File: config.mk
export PLATFORM = sky130hd
export DESIGN_NAME = spi_shift_engine
export DESIGN_NICKNAME = d
export VERILOG_FILES = /design/src/rtl/spi_shift_engine.sv
export SDC_FILE = /design/constraint.sdc
export NUM_CORES = 1
export LEC_CHECK = 0
export BUFFER_PORTS_ARGS = -buffer_cell sky130_fd_sc_hd__buf_4
export CAP_MARGIN = 10
export CORE_MARGIN = 5
export CORE_UTILIZATION = 53
export DETAILED_ROUTE_END_ITERATION = 10
export GPL_ROUTABILITY_DRIVEN = 0
export PLACE_DENSITY = 0.83
export SLEW_MARGIN = 20
export SYNTH_ARGS = -nofsm -noshare
export SYNTH_HDL_FRONTEND = slang
export SYNTH_SLANG_ARGS = --single-unit
File: constraint.sdc
create_clock -name O_CLK -period 3.14 [get_ports O_CLK]
set_input_delay 0.471 -clock O_CLK [delete_from_list [all_inputs] [get_ports O_CLK]]
set_output_delay 0.471 -clock O_CLK [all_outputs]
set_load 0.02 [all_outputs]
File: src/rtl/spi_shift_engine.sv
// SPI serial shift engine: multi-word frames, 1..N bit words, MSB/LSB first.
// Samples on rising O_CLK, launches on falling O_CLK, requests stop on last bit.
module spi_shift_engine #(
  parameter int N = 8,
  parameter int M = 8,
  localparam int LW = $clog2(N)
) (
  input  logic          O_CLK,
  input  logic          I_RST_N,
  input  logic          I_EN,
  input  logic          I_LSB_FIRST,
  input  logic [LW-1:0] I_WORD_LEN,
  input  logic [M-1:0]  I_NUM_WORDS,
  input  logic [N-1:0]  I_TX_DATA,
  input  logic          I_TX_VALID,
  output logic          O_TX_READY,
  input  logic          I_MISO,
  output logic          O_MOSI,
  output logic [N-1:0]  O_RX_DATA,
  output logic          O_RX_VALID,
  output logic          O_LAST_CLK,
  output logic          O_BUSY,
  output logic          O_UNDERRUN
);

  typedef enum logic {IDLE, SHIFT} state_t;

  localparam logic [LW:0] TOP = (LW+1)'(N - 1);

  state_t        state, state_nx;
  logic          lsb_q;
  logic [LW-1:0] len_q;
  logic [LW-1:0] bit_cnt;
  logic [M-1:0]  words_left;
  logic [N-1:0]  tx_sr;
  logic [N-1:0]  rx_sr;
  logic          mosi_q;

  logic          idle;
  logic          run;
  logic          wend;
  logic          lsb_e;
  logic [LW-1:0] len_e;
  logic [LW-1:0] cnt_e;
  logic [M-1:0]  wl_e;
  logic [N-1:0]  rx_base;
  logic [N-1:0]  rx_next;
  logic [LW:0]   sh;
  logic [N-1:0]  fill;

  // In IDLE the live inputs stand in for the latched config, so the
  // start edge goes through exactly the same datapath as a SHIFT edge.
  always_comb begin
    idle     = (state == IDLE);
    lsb_e    = idle ? I_LSB_FIRST : lsb_q;
    len_e    = idle ? I_WORD_LEN : len_q;
    cnt_e    = idle ? I_WORD_LEN : bit_cnt;
    wl_e     = idle ? I_NUM_WORDS : words_left;
    run      = I_EN & (~idle | I_TX_VALID);
    wend     = run & (cnt_e == '0);
    rx_base  = idle ? '0 : rx_sr;
    rx_next  = lsb_e
             ? ((rx_base >> 1) | ({{(N-1){1'b0}}, I_MISO} << len_e))
             : {rx_base[N-2:0], I_MISO};
    sh       = TOP - {1'b0, len_q};
    fill     = {N{1'b1}} >> sh;
    state_nx = state;
    if (!I_EN)
      state_nx = IDLE;
    else if (run)
      state_nx = (wend && wl_e == '0) ? IDLE : SHIFT;
  end

  always_ff @(posedge O_CLK or negedge I_RST_N) begin
    if (!I_RST_N)
      state <= IDLE;
    else
      state <= state_nx;
  end

  always_ff @(posedge O_CLK or negedge I_RST_N) begin
    if (!I_RST_N) begin
      lsb_q      <= 1'b0;
      len_q      <= '0;
      bit_cnt    <= '0;
      words_left <= '0;
      tx_sr      <= '0;
      rx_sr      <= '0;
      O_RX_DATA  <= '0;
      O_RX_VALID <= 1'b0;
      O_UNDERRUN <= 1'b0;
    end else if (!I_EN) begin
      rx_sr      <= '0;
      O_RX_VALID <= 1'b0;
      O_UNDERRUN <= 1'b0;
    end else if (run) begin
      if (idle) begin
        lsb_q <= I_LSB_FIRST;
        len_q <= I_WORD_LEN;
        tx_sr <= I_TX_DATA;
      end
      if (wend) begin
        O_RX_DATA  <= rx_next;
        O_RX_VALID <= 1'b1;
        rx_sr      <= '0;
        if (wl_e != '0) begin
          words_left <= wl_e - M'(1);
          bit_cnt    <= len_e;
          if (!idle) begin
            if (I_TX_VALID) begin
              tx_sr <= I_TX_DATA;
            end else begin
              tx_sr      <= fill;
              O_UNDERRUN <= 1'b1;
            end
          end
        end
      end else begin
        rx_sr      <= rx_next;
        bit_cnt    <= cnt_e - LW'(1);
        words_left <= wl_e;
        O_RX_VALID <= 1'b0;
      end
    end else begin
      O_RX_VALID <= 1'b0;
    end
  end

  // bit_cnt is the index of the next bit in MSB order; mirror it for LSB.
  always_ff @(negedge O_CLK or negedge I_RST_N) begin
    if (!I_RST_N)
      mosi_q <= 1'b0;
    else if (state == SHIFT)
      mosi_q <= lsb_q ? tx_sr[len_q - bit_cnt] : tx_sr[bit_cnt];
  end

  assign O_MOSI = idle
                ? (I_LSB_FIRST ? I_TX_DATA[0] : I_TX_DATA[I_WORD_LEN])
                : mosi_q;

  assign O_TX_READY = I_EN
                    & (idle | (bit_cnt == '0 && words_left != '0));

  assign O_LAST_CLK = idle
                    ? (I_WORD_LEN == '0 && I_NUM_WORDS == '0)
                    : (bit_cnt == '0 && words_left == '0);

  assign O_BUSY = ~idle;

endmodule

==> flow_summary.json <==
{
  "grt_pass1_vias": 2647,
  "ys_warn_count": 0,
  "wl_mm": 7.95,
  "ys_top_cells_by_count": "dfrtp_1, nand2_1, o21ai_0",
  "synth.most_common_cell": "dfrtp_1",
  "p_switching_w": 0.000676,
  "internal_power_w": 0.00134,
  "clk_path_buf_depth": 2,
  "grt_start_max_net_pins": 43,
  "syn-num-nets": 359,
  "p_leak_nw": 1.53,
  "maxSlewHeadroom_pct": 58.8,
  "stdcell_count": 442,
  "dieWidth_um": 85.4,
  "vias": 2800,
  "synth_area_um2": 3010,
  "endpoint_kind": "flop",
  "grt.total_usage_pct": 22.5,
  "clock_sinks": 43,
  "ir_worst_vdd_uv": 304,
  "synth-seq-cells": 43,
  "synth.distinct_cells": 64,
  "synth_top_area_cell": "dfrtp_1",
  "dieArea_um2": 7290,
  "die_h_um": 85.4,
  "p_seq_share_pct": 37.6,
  "cts_tree": "done",
  "io_buffers": 38,
  "synth_area_leaders": "dfrtp_1, mux2_2, nand2_1, mux2i_1, mux4_2",
  "clkLatencyLatePin_ns": 0.30,
  "startpoint_type": "flop",
  "place_hpwl_mm": 5.91,
  "cts.clk_slew.worst_paths_ns": 0.08,
  "dp_cells": 434,
  "worst-path-max-fanout": 2,
  "overflow": 0,
  "r2r_cells": 8,
  "drc": 0,
  "crit_path_cell_trace": "inv_4 -> ha_4 -> inv_2 -> fa_1 -> mux4_2 -> mux2i_1 -> a21oi_1 -> mux2_4",
  "worstPathRequired_ns": 1.72,
  "cp.arrival_ns": 2.27,
  "worst_pin_slew_ns": 0.615,
  "n_antenna_cell": 0,
  "fin_skew_ns": 0.00914,
  "synth_top_flop_cell": "dfrtp_1",
  "grt_pass1_wl_mm": 13.2,
  "io_pins": 39,
  "syn_area_per_cell_um2": 9.16,
  "htreeDepth": 2,
  "hold_violations": 0,
  "yosysSeqAreaShare_pct": 35.7,
  "power_w": 0.00202,
  "max_cap_violations": 0,
  "core_um2": 5510,
  "viasPerCell": 6.33,
  "num_rows": 27,
  "hold_class": "in -> async",
  "nets": 399,
  "postSynthCellCount": 329,
  "grt_setup_unrepaired": "yes",
  "whs_ns": 0.259,
  "drive_above_1_share_pct": 26.2,
  "ys_async_sr_fraction_pct": 100,
  "avgRoutedWirePerCell_um": 18.0,
  "cpMaxStageDelayCell": "fa_1",
  "start_util_pct": 54.7,
  "root_buffer": "clkbuf_8",
  "synth-edff-count": 0,
  "synth_top_area_share_pct": 34.9,
  "setup_viol": 1,
  "ant_nets": 0,
  "firstDrtPassIters": 5,
  "violations": "negative setup slack",
  "cpPeakStageDelay_ns": 0.52,
  "area_growth_pct": 18.4,
  "drtIter0Drc": 367,
  "antenna_found_initial": 0,
  "pwr-share-clk_pct": 25.3,
  "outcome": "finished, violations left",
  "combPwrFrac_pct": 37.1,
  "cts_hold_buf": 0,
  "netSwitchingFraction_pct": 33.5,
  "critical_path_class": "reg -> reg",
  "drv_slew": 0,
  "p_per_area_nw_per_um2": 566,
  "cts_made_buffers": 5,
  "setup_ws_ns": -0.555
}
[path summary, 6_finish.rpt]
kind | start | endpoint | slack, ns
worst min-delay path | I_RST_N | tx_sr[4] | 0.26
max in group asynchronous | I_RST_N | mosi_q | 1.62
worst max-delay path | len_q[0] | mosi_q | -0.55
worst max register to register | len_q[0] | mosi_q | -0.55
worst min register to register | O_RX_DATA[6] | O_RX_DATA[6] | 0.48
min in group O_CLK | I_LSB_FIRST | lsb_q | 0.46
[repair_timing]
action	4_1_cts	5_1_grt
resized for setup	0	1
hold endpoints to repair	0	0
pin swaps	2	0
setup buffers	0	0
endpoints found under the setup margin	2	5
[per-layer routing]
metal / up-vias / share of wire [%] / GRT usage (%)
li1: 1312 / - / -
met5: - / 0 / 0
met1: 1345 / 41 / 29.6
met3: 15 / 8.0 / 3.30
met4: 0 / 1.8 / 6.33
met2: 128 / 49 / 38.3
[cell type report]
cell class	instances	area (µm²)
fillers	454	1940
multi-input cells	248	1790
flip-flops and latches	43	1080
repair buffers	54	405
well taps	72	90.1
clock buffers	6	72.6
inverters	17	66.3
clock inverters	2	60.1
[critical path: cells and delay by family, from the launching register on]
kind            cells  cell delay (ns)
compound gates      1             0.09
buf+inv             2             0.10
fa+ha+maj           2             0.64
flops               1             0.41
mux                 3             0.74
[sequential cells by signal, indices dropped and copies added, names as in the netlist]
| signal | flops |
|---|---|
| O_BUSY | 1 |
| O_RX_DATA | 8 |
| O_RX_VALID | 1 |
| O_UNDERRUN | 1 |
| bit_cnt | 3 |
| len_q | 3 |
| lsb_q | 1 |
| mosi_q | 1 |
| rx_sr | 8 |
| tx_sr | 8 |
| words_left | 8 |
[through the flow]
stage	instance area [µm²]	setup WS, ns	util, %	setup TNS [ns]
after floorplan	3040	-0.553	-	-1.30
after global placement	3430	-0.489	62.3	-0.489
after global routing	3570	-0.685	64.8	-0.746
after CTS	3560	-0.545	64.7	-0.545
after detailed placement	3430	-0.557	62.3	-0.557
final	3570	-0.555	64.8	-0.555
[cell families (layout without fill, tap and decap cells)]
logic type / after synthesis / in the layout / share of synthesized area, %
AND/OR/NAND/NOR: 108 / 108 / 19.2
AO/OA/AOI/OAI: 98 / 98 / 22.7
flip-flops: 43 / 43 / 35.7
buffers and inverters: 38 / 79 / 5.40
multiplexers: 31 / 31 / 13.0
XOR/XNOR: 6 / 6 / 1.74
adder cells (fa/ha/maj): 5 / 5 / 2.33
[power groups by stage]
stage / logic, W / registers [W] / clock network [W]
floorplan: 0.000488 / 0.000771 / 0
global placement: 0.000712 / 0.000758 / 0
detailed placement: 0.000740 / 0.000768 / 0
CTS: 0.000744 / 0.000758 / 0.000521
global route: 0.000822 / 0.000777 / 0.000546
finish: 0.000748 / 0.000759 / 0.000510
[cell usage in the layout, fill, tap and decap left out, types with 4 or more instances in the layout]
master,synthesis,final
buf_4,0,54
dfrtp_1,42,41
nand2_1,35,35
o21ai_0,20,20
inv_1,16,14
a21oi_1,14,14
nor2_1,14,14
mux2_2,14,13
mux2i_1,12,12
nor3_1,11,11
o31ai_1,7,7
nor4_1,7,7
nand3_1,6,6
mux4_2,5,5
nand2b_1,5,5
xnor2_1,5,5
a22o_1,5,5
a31oi_1,5,5
clkbuf_8,0,5
a21boi_0,4,4
o22ai_1,4,4
nor2b_1,4,4
o21ai_1,5,4
a22oi_1,4,4
No activity file was read; power rests on OpenSTA's default activity.
